File: src/rtl/matrix_frame_parser.sv
// Receive-side parser for LED-matrix pixel frames arriving on the MAC's
// 8-bit AXI-stream. Pixel packets are written to the framebuffer. All other
// traffic is consumed and discarded; the block never back-pressures.
//
// state    | meaning
// ---------+-------------------------------------------------------------
// ST_HDR   | counting MAC/EtherType bytes 0..13, checking the EtherType
// ST_PARAM | latching start pixel, pixel count and flags (bytes 14..18)
// ST_PIX   | assembling R,G,B triplets and issuing framebuffer writes
// ST_PAD   | all pixels received, discarding padding until tlast
// ST_DROP  | foreign EtherType, discarding until tlast
module matrix_frame_parser #(
  parameter logic [15:0] ETHERTYPE     = 16'h88B5,
  parameter int          FB_ADDR_WIDTH = 11,
  parameter int          NUM_PIXELS    = 2048
) (
  input  logic                     clk,
  input  logic                     rst_n,
  input  logic [7:0]               s_axis_tdata,
  input  logic                     s_axis_tvalid,
  output logic                     s_axis_tready,
  input  logic                     s_axis_tlast,
  input  logic                     s_axis_tuser,
  output logic                     fb_wr_en,
  output logic [FB_ADDR_WIDTH-1:0] fb_wr_addr,
  output logic [23:0]              fb_wr_data,
  output logic                     frame_done,
  output logic [15:0]              pkt_ok_count,
  output logic [15:0]              pkt_drop_count
);

  typedef enum logic [2:0] {
    ST_HDR,
    ST_PARAM,
    ST_PIX,
    ST_PAD,
    ST_DROP
  } state_t;

  // Pixel address compare is done in 17 bits so S+k never wraps into range.
  localparam logic [16:0] NUM_PIX17 = 17'(NUM_PIXELS);

  state_t                   state_q, state_d;
  logic [4:0]               byte_cnt_q, byte_cnt_d;
  logic [7:0]               etype_hi_q, etype_hi_d;
  logic [15:0]              start_q, start_d;
  logic [15:0]              npix_q, npix_d;
  logic                     swap_q, swap_d;
  logic [1:0]               phase_q, phase_d;
  logic [7:0]               red_q, red_d;
  logic [7:0]               grn_q, grn_d;
  logic [15:0]              pix_k_q, pix_k_d;
  logic                     tready_q;
  logic                     wr_en_q, wr_en_d;
  logic [FB_ADDR_WIDTH-1:0] wr_addr_q, wr_addr_d;
  logic [23:0]              wr_data_q, wr_data_d;
  logic                     done_q, done_d;
  logic [15:0]              ok_cnt_q, ok_cnt_d;
  logic [15:0]              drop_cnt_q, drop_cnt_d;

  logic        beat;
  logic [16:0] pix_addr;
  logic        last_pix;

  assign beat     = s_axis_tvalid & tready_q;
  assign pix_addr = {1'b0, start_q} + {1'b0, pix_k_q};
  assign last_pix = (({1'b0, pix_k_q} + 17'd1) == {1'b0, npix_q});

  // Next-state and output decode; everything holds unless a beat is accepted.
  always_comb begin
    state_d    = state_q;
    byte_cnt_d = byte_cnt_q;
    etype_hi_d = etype_hi_q;
    start_d    = start_q;
    npix_d     = npix_q;
    swap_d     = swap_q;
    phase_d    = phase_q;
    red_d      = red_q;
    grn_d      = grn_q;
    pix_k_d    = pix_k_q;
    wr_en_d    = 1'b0;
    wr_addr_d  = wr_addr_q;
    wr_data_d  = wr_data_q;
    done_d     = 1'b0;
    ok_cnt_d   = ok_cnt_q;
    drop_cnt_d = drop_cnt_q;

    if (beat) begin
      case (state_q)
        ST_HDR: begin
          byte_cnt_d = byte_cnt_q + 5'd1;
          if (byte_cnt_q == 5'd12) etype_hi_d = s_axis_tdata;
          if (byte_cnt_q == 5'd13) begin
            state_d = ({etype_hi_q, s_axis_tdata} == ETHERTYPE) ? ST_PARAM : ST_DROP;
          end
        end

        ST_PARAM: begin
          byte_cnt_d = byte_cnt_q + 5'd1;
          case (byte_cnt_q)
            5'd14:   start_d[15:8] = s_axis_tdata;
            5'd15:   start_d[7:0]  = s_axis_tdata;
            5'd16:   npix_d[15:8]  = s_axis_tdata;
            5'd17:   npix_d[7:0]   = s_axis_tdata;
            5'd18: begin
              swap_d  = s_axis_tdata[0];
              phase_d = 2'd0;
              pix_k_d = 16'd0;
              state_d = (npix_q != 16'd0) ? ST_PIX : ST_PAD;
            end
            default: ;
          endcase
          if (s_axis_tlast) drop_cnt_d = drop_cnt_q + 16'd1;
        end

        ST_PIX: begin
          case (phase_q)
            2'd0: begin
              red_d   = s_axis_tdata;
              phase_d = 2'd1;
            end
            2'd1: begin
              grn_d   = s_axis_tdata;
              phase_d = 2'd2;
            end
            default: begin
              phase_d   = 2'd0;
              pix_k_d   = pix_k_q + 16'd1;
              wr_en_d   = (pix_addr < NUM_PIX17);
              wr_addr_d = pix_addr[FB_ADDR_WIDTH-1:0];
              wr_data_d = {red_q, grn_q, s_axis_tdata};
              if (last_pix) state_d = ST_PAD;
            end
          endcase
          // Only tlast on the final B byte of a clean frame completes it.
          if (s_axis_tlast) begin
            if ((phase_q == 2'd2) && last_pix && !s_axis_tuser) begin
              ok_cnt_d = ok_cnt_q + 16'd1;
              done_d   = swap_q;
            end else begin
              drop_cnt_d = drop_cnt_q + 16'd1;
            end
          end
        end

        ST_PAD: begin
          if (s_axis_tlast) begin
            if (s_axis_tuser) begin
              drop_cnt_d = drop_cnt_q + 16'd1;
            end else begin
              ok_cnt_d = ok_cnt_q + 16'd1;
              done_d   = swap_q;
            end
          end
        end

        ST_DROP: ;

        default: state_d = ST_HDR;
      endcase

      if (s_axis_tlast) begin
        state_d    = ST_HDR;
        byte_cnt_d = 5'd0;
      end
    end
  end

  // State and output registers; reset abandons any frame in progress.
  always_ff @(posedge clk or negedge rst_n) begin
    if (!rst_n) begin
      state_q    <= ST_HDR;
      byte_cnt_q <= 5'd0;
      etype_hi_q <= 8'd0;
      start_q    <= 16'd0;
      npix_q     <= 16'd0;
      swap_q     <= 1'b0;
      phase_q    <= 2'd0;
      red_q      <= 8'd0;
      grn_q      <= 8'd0;
      pix_k_q    <= 16'd0;
      tready_q   <= 1'b0;
      wr_en_q    <= 1'b0;
      wr_addr_q  <= '0;
      wr_data_q  <= 24'd0;
      done_q     <= 1'b0;
      ok_cnt_q   <= 16'd0;
      drop_cnt_q <= 16'd0;
    end else begin
      state_q    <= state_d;
      byte_cnt_q <= byte_cnt_d;
      etype_hi_q <= etype_hi_d;
      start_q    <= start_d;
      npix_q     <= npix_d;
      swap_q     <= swap_d;
      phase_q    <= phase_d;
      red_q      <= red_d;
      grn_q      <= grn_d;
      pix_k_q    <= pix_k_d;
      tready_q   <= 1'b1;
      wr_en_q    <= wr_en_d;
      wr_addr_q  <= wr_addr_d;
      wr_data_q  <= wr_data_d;
      done_q     <= done_d;
      ok_cnt_q   <= ok_cnt_d;
      drop_cnt_q <= drop_cnt_d;
    end
  end

  assign s_axis_tready  = tready_q;
  assign fb_wr_en       = wr_en_q;
  assign fb_wr_addr     = wr_addr_q;
  assign fb_wr_data     = wr_data_q;
  assign frame_done     = done_q;
  assign pkt_ok_count   = ok_cnt_q;
  assign pkt_drop_count = drop_cnt_q;

endmodule
File: config.mk
export PLATFORM = sky130hd
export DESIGN_NAME = matrix_frame_parser
export DESIGN_NICKNAME = d
export VERILOG_FILES = /design/src/rtl/matrix_frame_parser.sv
export SDC_FILE = /design/constraint.sdc
export NUM_CORES = 1
export LEC_CHECK = 0
export ABC_AREA = 0
export CAP_MARGIN = 5
export CORE_UTILIZATION = 45
export DETAILED_ROUTE_END_ITERATION = 8
export DONT_BUFFER_PORTS = 1
export GPL_TIMING_DRIVEN = 0
export PLACE_DENSITY = 0.62
export SLEW_MARGIN = 5
export SYNTH_ARGS = -nofsm -noshare
export SYNTH_HDL_FRONTEND = slang
export SYNTH_SLANG_ARGS = --single-unit
export TNS_END_PERCENT = 30
File: constraint.sdc
create_clock -name clk -period 2.53 [get_ports clk]
set_input_delay 0.253 -clock clk [delete_from_list [all_inputs] [get_ports clk]]
set_output_delay 0.253 -clock clk [all_outputs]
set_load 0.005 [all_outputs]
==> summary.md, run 1 <==
| Metric | Value |
|---|---|
| Met2 Track Usage GR | `36.9%` |
| Die Wd | `132 um` |
| Hold-fix buffers at CTS | `4` |
| Max Root-Sink Buffers | `2` |
| Worst-path clk slew | `0.07 ns` |
| GR Util met1 | `31.4%` |
| Setup Skew | `0.0103 ns` |
| Core ar. | `16600 um2` |
| Die area | `17500 um2` |
| Starting DRT DRC Count | `438` |
| Leading cell types by total area after synthesis | `dfrtp_1 50%, mux2_2 8.7%, nand2_1 6.4%, ha_1 3.9%, xnor2_1 3.3%` |
| Clock sink total | `153` |
| Critical Path Most Common Cell | `buf_6` |
| DRT Wirelength | `20000 um` |
| GRT met3 Usage | `5.61%` |
| Slowest stage cell, crit path | `dfrtp_2` |
| Remaining DRCs | `0` |
| Final Worst Setup Slack | `-0.241 ns` |
| Nets | `837` |
| RR Startpoint | `pix_k_q[0]$_DFFE_PN0P_` |
| LEAKAGE | `0.00448 uW` |
| Setup violations, final | `34` |
| Power Total | `5850 uW` |
| Clock Latency Late Sink | `0.43 ns` |
| Failing checks | `hold timing, setup timing` |
| Vias per inst | `5.78` |
| Cell Area, Synth | `7650 um2` |
| Syn Nets | `782` |
| Vias in the first global route | `5986` |
| CTS tree | `built` |
| Max-Cap Viols | `0` |
| R2R Setup Slk | `-0.24 ns` |
| Unrepaired setup endpoints after global routing | `yes` |
| Slew Limit Fails | `0` |
| Area after DPL | `8010 um2` |
| Area grow syn2layout | `21.5%` |
| Post-route ant nets | `0` |
| Post-DP HPWL | `12600 um` |
| CTS Root Cell | `clkbuf_16` |
| Synth cell types | `61` |
| Worst hold path class | `in -> async` |
| Pre-CTS worst setup slack | `-0.838 ns` |
| H-tree Lvls | `4` |
| Post-synth EDFFs | `0` |
| Synth async-reset ratio | `100%` |
| Syn Area/Cell | `10.3 um2` |
| CTS Buf Count | `17` |
| Max VDD drop | `0.000458 V` |
| CP max stage delay | `0.38 ns` |
| Main synth FF type | `dfrtp_1` |
| Tmin final | `2.77 ns` |
| Critical Path End Type | `flop` |
| First-pass GRT wire length | `31900 um` |
| Worst-path fanout max | `5` |
| Drt pass-1 iters | `5` |
| Antenna violations before repair | `1` |
| Status | `finished, violations left` |
| R2r endpoint | `pkt_ok_count[9]$_DFFE_PN0P_` |
| Total track usage | `23.5%` |
| Hold Vio Cnt, Final | `153` |
| Crit path kind | `reg -> reg` |
| Placer Congestion | `0.886` |
| Routed length per placed instance | `19.4 um` |
| Busiest metal layer after global routing | `met2` |
| CP required | `2.84 ns` |
| Synthesis-stage register bit count | `153` |
| # rows | `47` |
| Power per Cell Area | `629 nW/um2` |
| Top cell type's share of synthesized area | `50.0%` |
| Die H | `132 um` |
| Area leader, netlist | `dfrtp_1` |
| Gr ovfl total | `0` |
| Fill cells | `1407` |
| Arr. time, crit path | `3.08 ns` |
| Layout cell share with drive strength beyond 1 | `25.7%` |
| Count leader, synth | `dfrtp_1` |
| Cells after Synth | `744` |
| Hold WS | `-0.484 ns` |
| Placed Cells | `964` |
| Top Ports | `83` |
| Crit start category | `flop` |
| Synth top cells by count | `153 x dfrtp_1, 131 x nand2_1, 59 x mux2_2, 37 x o21ai_0, 34 x a21oi_1` |
| Largest net degree at the start of global routing | `154` |
| Post-Layout Cell Count | `1031` |
| Final Cell Area | `9300 um2` |
| Worst-path cell chain | `buf_6, ha_4, nand3_4, or3_4, o211a_1, o21ai_2, o2111ai_4, o41ai_4, buf_6, buf_8, nand4_1, xnor2_1` |
| Worst r2r path cells | `12` |
| Initial Util | `46.1%` |
| Crit share post-route | `110%` |
| I/O Buffers | `0` |
| Rel. slew slack | `38.8%` |
| Slew @ Worst Pin | `0.913 ns` |
| Peak Freq | `361 MHz` |
| DR vias | `5963` |
| Ys Warns | `0` |
| Register area share after synthesis | `50.0%` |
cells in the final DEF, fill, tap and decap left out, types with 18 or more instances in the layout:
cell and instances:
o21ai_0 34, a21oi_1 18, mux2_2 58, nand2_1 126, buf_4 26, xor2_1 27
ha_1 23, dfrtp_1 146, nand4_1 18, nor2_1 31, xnor2_1 26
registers in the layout (all words and copies together), names as in the netlist:
signal,count
frame_done,1
fb_wr_addr,11
pkt_drop_count,16
etype_hi_q,8
fb_wr_en,1
grn_q,8
npix_q,16
state_q,3
byte_cnt_q,5
swap_q,1
fb_wr_data,24
red_q,8
phase_q,2
s_axis_tready,1
start_q,16
pkt_ok_count,16
pix_k_q,16
kinds of logic after synthesis:
group                      Yosys count  share of synthesized area, %
muxes                               61                          8.95
adders and majority gates           25                          4.19
AOI/OAI and AO/OA                  123                          10.2
and+or+nand+nor                    277                          17.5
buffers and inverters               48                          2.65
other                                1                        0.0490
xor gates and xnor gates            56                          6.41
DFF                                153                          50.0
metal layers:
layer	vias to the layer above	routed length [um]
met4	2	577
li1	2740	-
met3	41	949
met5	-	18
met2	140	9590
met1	3040	8840
worst max path at each step:
stage | startpoint | to | slack [ns] | cells after the start
5_1_grt | pix_k_q[2]$_DFFE_PN0P_ | pkt_ok_count[7]$_DFFE_PN0P_ | -0.35 | 12
6_report | pix_k_q[0]$_DFFE_PN0P_ | pkt_ok_count[9]$_DFFE_PN0P_ | -0.24 | 12
2_1_floorplan | pix_k_q[2]$_DFFE_PN0P_ | pkt_ok_count[1]$_DFFE_PN0P_ | -0.15 | 11
3_5_place_dp | pix_k_q[7]$_DFFE_PN0P_ | pkt_ok_count[1]$_DFFE_PN0P_ | -0.84 | 10
4_1_cts | pix_k_q[0]$_DFFE_PN0P_ | pkt_ok_count[15]$_DFFE_PN0P_ | -0.23 | 12
3_3_place_gp | pix_k_q[7]$_DFFE_PN0P_ | pkt_ok_count[1]$_DFFE_PN0P_ | -0.76 | 10
final cells by class:
| class | instances | area [um2] | share of cell area (%) |
|---|---|---|---|
| Buffer | 33 | 180 | 1.94 |
| Tap cell | 220 | 275 | 2.96 |
| Multi-Input combinational cell | 543 | 3980 | 42.8 |
| Clock buffer | 19 | 453 | 4.87 |
| Antenna cell | 1 | 2.50 | 0.0269 |
| Timing Repair Buffer | 38 | 354 | 3.81 |
| Clock inverter | 11 | 171 | 1.84 |
| Inverter | 13 | 48.8 | 0.525 |
| Sequential cell | 153 | 3840 | 41.3 |
per-stage QoR:
stage / utilization [%] / hold slack (ns) / TNS, ns
detailed placement: 48.3 / -0.0407 / -28.51
finish: 56.1 / -0.484 / -5.19
floorplan: - / -0.0426 / -1.45
global placement: 48.3 / -0.0391 / -27.60
global route: 56.1 / -0.496 / -13.04
CTS: 54.9 / -0.494 / -4.83
worst max-delay path: cells and delay by family, from the launching register on:
| family | cells | cell delay [ns] |
|---|---|---|
| buffers and inverters | 3 | 0.45 |
| XOR/XNOR | 1 | 0.17 |
| AND/OR/NAND/NOR | 3 | 0.54 |
| adder cells (fa/ha/maj) | 1 | 0.16 |
| AO/OA/AOI/OAI | 4 | 0.96 |
| flip-flops | 1 | 0.38 |
repair_timing:
| action | in CTS | in global routing |
|---|---|---|
| buffers inserted | 21 | 11 |
| hold endpoints to repair | 185 | 153 |
| cloned | 2 | 0 |
| pin swaps | 35 | 35 |
| setup endpoints to repair | 57 | 81 |
| resized for setup | 63 | 32 |
where the power goes:
part	switching (uW)	internal, uW
registers	143	2600
clock network	1000	1690
logic	208	196
total	1360	4490
No activity file was read; power rests on OpenSTA's default activity.
==> run 2, diff against run 1 <==
--- a/config.mk
+++ b/config.mk
@@ -11,7 +11,7 @@
 export DETAILED_ROUTE_END_ITERATION = 8
 export DONT_BUFFER_PORTS = 1
 export GPL_TIMING_DRIVEN = 0
-export PLACE_DENSITY = 0.62
+export PLACE_DENSITY = 0.69
 export SLEW_MARGIN = 5
 export SYNTH_ARGS = -nofsm -noshare
 export SYNTH_HDL_FRONTEND = slang
==> summary.md, run 2 (synthesized netlist as in run 1, its figures left out) <==
| Metric | Value |
|---|---|
| Status | `finished, violations left` |
| Failing checks | `hold timing, setup timing` |
| CTS tree | `built` |
| CP required | `2.83 ns` |
| Max VDD drop | `0.000499 V` |
| Core ar. | `16600 um2` |
| Power Total | `5950 uW` |
| Nets | `826` |
| Final Worst Setup Slack | `-0.308 ns` |
| Hold Vio Cnt, Final | `153` |
| Peak Freq | `352 MHz` |
| Unrepaired setup endpoints after global routing | `yes` |
| Pre-CTS worst setup slack | `-0.724 ns` |
| Sw Share | `22.8%` |
| Part of the power in registers | `46.0%` |
| Max-Cap Viols | `0` |
| Post-route ant nets | `0` |
| Initial Util | `46.1%` |
| Layout Utilization | `55.1%` |
| Clk network pwr share | `47.4%` |
| Fill cells | `1437` |
| Gr ovfl total | `0` |
| Worst r2r path cells | `10` |
| R2R Setup Slk | `-0.31 ns` |
| Clock Latency Late Sink | `0.43 ns` |
| Setup violations, final | `30` |
| Commonest non-fill, non-tap cell in the layout | `dfrtp_1` |
| Tmin final | `2.84 ns` |
| Fraction of power consumed by combinational cells | `6.7%` |
| Net Sw Power | `1360 uW` |
| Max reg flops | `24` |
| Rel. slew slack | `41.5%` |
| Pint | `4600 uW` |
| DRT Wirelength | `18600 um` |
| Die H | `132 um` |
| Max Root-Sink Buffers | `2` |
| Remaining DRCs | `0` |
| Power per Cell Area | `651 nW/um2` |
| Arr. time, crit path | `3.14 ns` |
| Vias per inst | `5.64` |
| R2r endpoint | `pkt_ok_count[11]$_DFFE_PN0P_` |
| Layout cell share with drive strength beyond 1 | `23.1%` |
| Die Wd | `132 um` |
| Antenna Cells | `0` |
| Worst hold path class | `in -> async` |
| Vias in the first global route | `5705` |
| Die area | `17500 um2` |
| Drt pass-1 iters | `5` |
| Starting DRT DRC Count | `348` |
| Setup Skew | `0.0118 ns` |
| Routed length per placed instance | `18.3 um` |
| RR Startpoint | `pix_k_q[8]$_DFFE_PN0P_` |
| I/O Buffers | `0` |
| # rows | `47` |
| Antenna violations before repair | `0` |
| Placed Cells | `964` |
| Clock sink total | `153` |
| Crit path kind | `reg -> reg` |
| Post-Layout Cell Count | `1021` |
| Top Ports | `83` |
| Crit share post-route | `112%` |
| Commonest non-fill, non-tap cells in the layout | `146 x dfrtp_1, 126 x nand2_1, 58 x mux2_2, 35 x o21ai_0, 32 x nor2_1` |
| Worst-path fanout max | `7` |
| Crit start category | `flop` |
| H-tree Lvls | `4` |
| First-pass GRT wire length | `30800 um` |
| Placer Congestion | `0.891` |
| Total track usage | `22.5%` |
| CTS Buf Count | `17` |
| Slew Limit Fails | `0` |
| CTS Root Cell | `clkbuf_16` |
| Critical Path End Type | `flop` |
| Area grow syn2layout | `19.5%` |
| Hold WS | `-0.471 ns` |
| Hold-fix buffers at CTS | `4` |
| Post-DP HPWL | `11900 um` |
| Slew @ Worst Pin | `0.873 ns` |
| Worst-path clk slew | `0.06 ns` |
| Largest net degree at the start of global routing | `154` |
| LEAKAGE | `0.00443 uW` |
| DR vias | `5756` |
run 2: changes by cell type in the layout (fill, tap and decap cells not counted), sizes merged:
cell and change:
bufinv +1, diode -1, buf -11, clkbuf +2, clkinvlp +2, inv -1
clkinv -2
run 2: how the worst max path moves through the flow:
| stage | from | endpoint | slack [ns] | cells after the start |
|---|---|---|---|---|
| after detailed placement | pix_k_q[7]$_DFFE_PN0P_ | pkt_ok_count[1]$_DFFE_PN0P_ | -0.72 | 10 |
| after floorplan | pix_k_q[2]$_DFFE_PN0P_ | pkt_ok_count[1]$_DFFE_PN0P_ | -0.15 | 11 |
| after CTS | pix_k_q[0]$_DFFE_PN0P_ | pkt_ok_count[7]$_DFFE_PN0P_ | -0.27 | 12 |
| final | pix_k_q[8]$_DFFE_PN0P_ | pkt_ok_count[11]$_DFFE_PN0P_ | -0.31 | 10 |
| after global routing | pix_k_q[8]$_DFFE_PN0P_ | pkt_ok_count[11]$_DFFE_PN0P_ | -0.39 | 10 |
| after global placement | pix_k_q[7]$_DFFE_PN0P_ | pkt_ok_count[1]$_DFFE_PN0P_ | -0.69 | 10 |
run 2: per-stage QoR:
stage / TNS (ns) / instance area (um2)
3_3_place_gp: -26.36 / 8000
6_report: -6.25 / 9150
5_1_grt: -9.69 / 9150
3_5_place_dp: -24.81 / 8010
4_1_cts: -5.49 / 9060
2_1_floorplan: -1.45 / 7730
run 2: final cells by class:
cell class / instances / area [um2] / area share, %
buffer: 33 / 168 / 1.83
clock buffer: 21 / 460 / 5.03
clock inverter: 11 / 194 / 2.12
inverter: 13 / 48.8 / 0.534
multi-input combinational: 543 / 3920 / 42.8
sequential: 153 / 3840 / 42.0
tap: 220 / 275 / 3.01
timing repair buffer: 27 / 244 / 2.67
run 2: power by group through the flow:
stage	clock network, uW	logic [uW]	registers (uW)
6_report	2820	397	2740
5_1_grt	2960	447	2760
4_1_cts	2870	398	2740
3_5_place_dp	0	365	2780
3_3_place_gp	0	351	2780
2_1_floorplan	0	298	2750
run 2: timing repair:
action / CTS / global route
resized for setup: 48 / 22
cloned: 1 / 0
endpoints found under the hold margin: 185 / 153
buffers inserted: 21 / 2
pin swaps: 23 / 15
setup endpoints to repair: 64 / 85
run 2: critical path, stage by stage, from the launching register on:
cell	delay [ns]
dfrtp_2	0.45
and4_4	0.28
and4_4	0.29
nand2_1	0.17
a221oi_4	0.35
o2111ai_4	0.23
o41ai_4	0.34
buf_6	0.20
buf_6	0.11
nand4b_1	0.11
xnor2_1	0.18
run 2: routing by layer:
| metal | track usage, % | vias to the layer above | share of wire (%) |
|---|---|---|---|
| li1 | - | 2722 | - |
| met1 | 31.5 | 2872 | 47 |
| met2 | 35.0 | 140 | 47 |
| met3 | 5.11 | 22 | 4.4 |
| met4 | 6.83 | 0 | 1.6 |
| met5 | 0 | - | 0 |
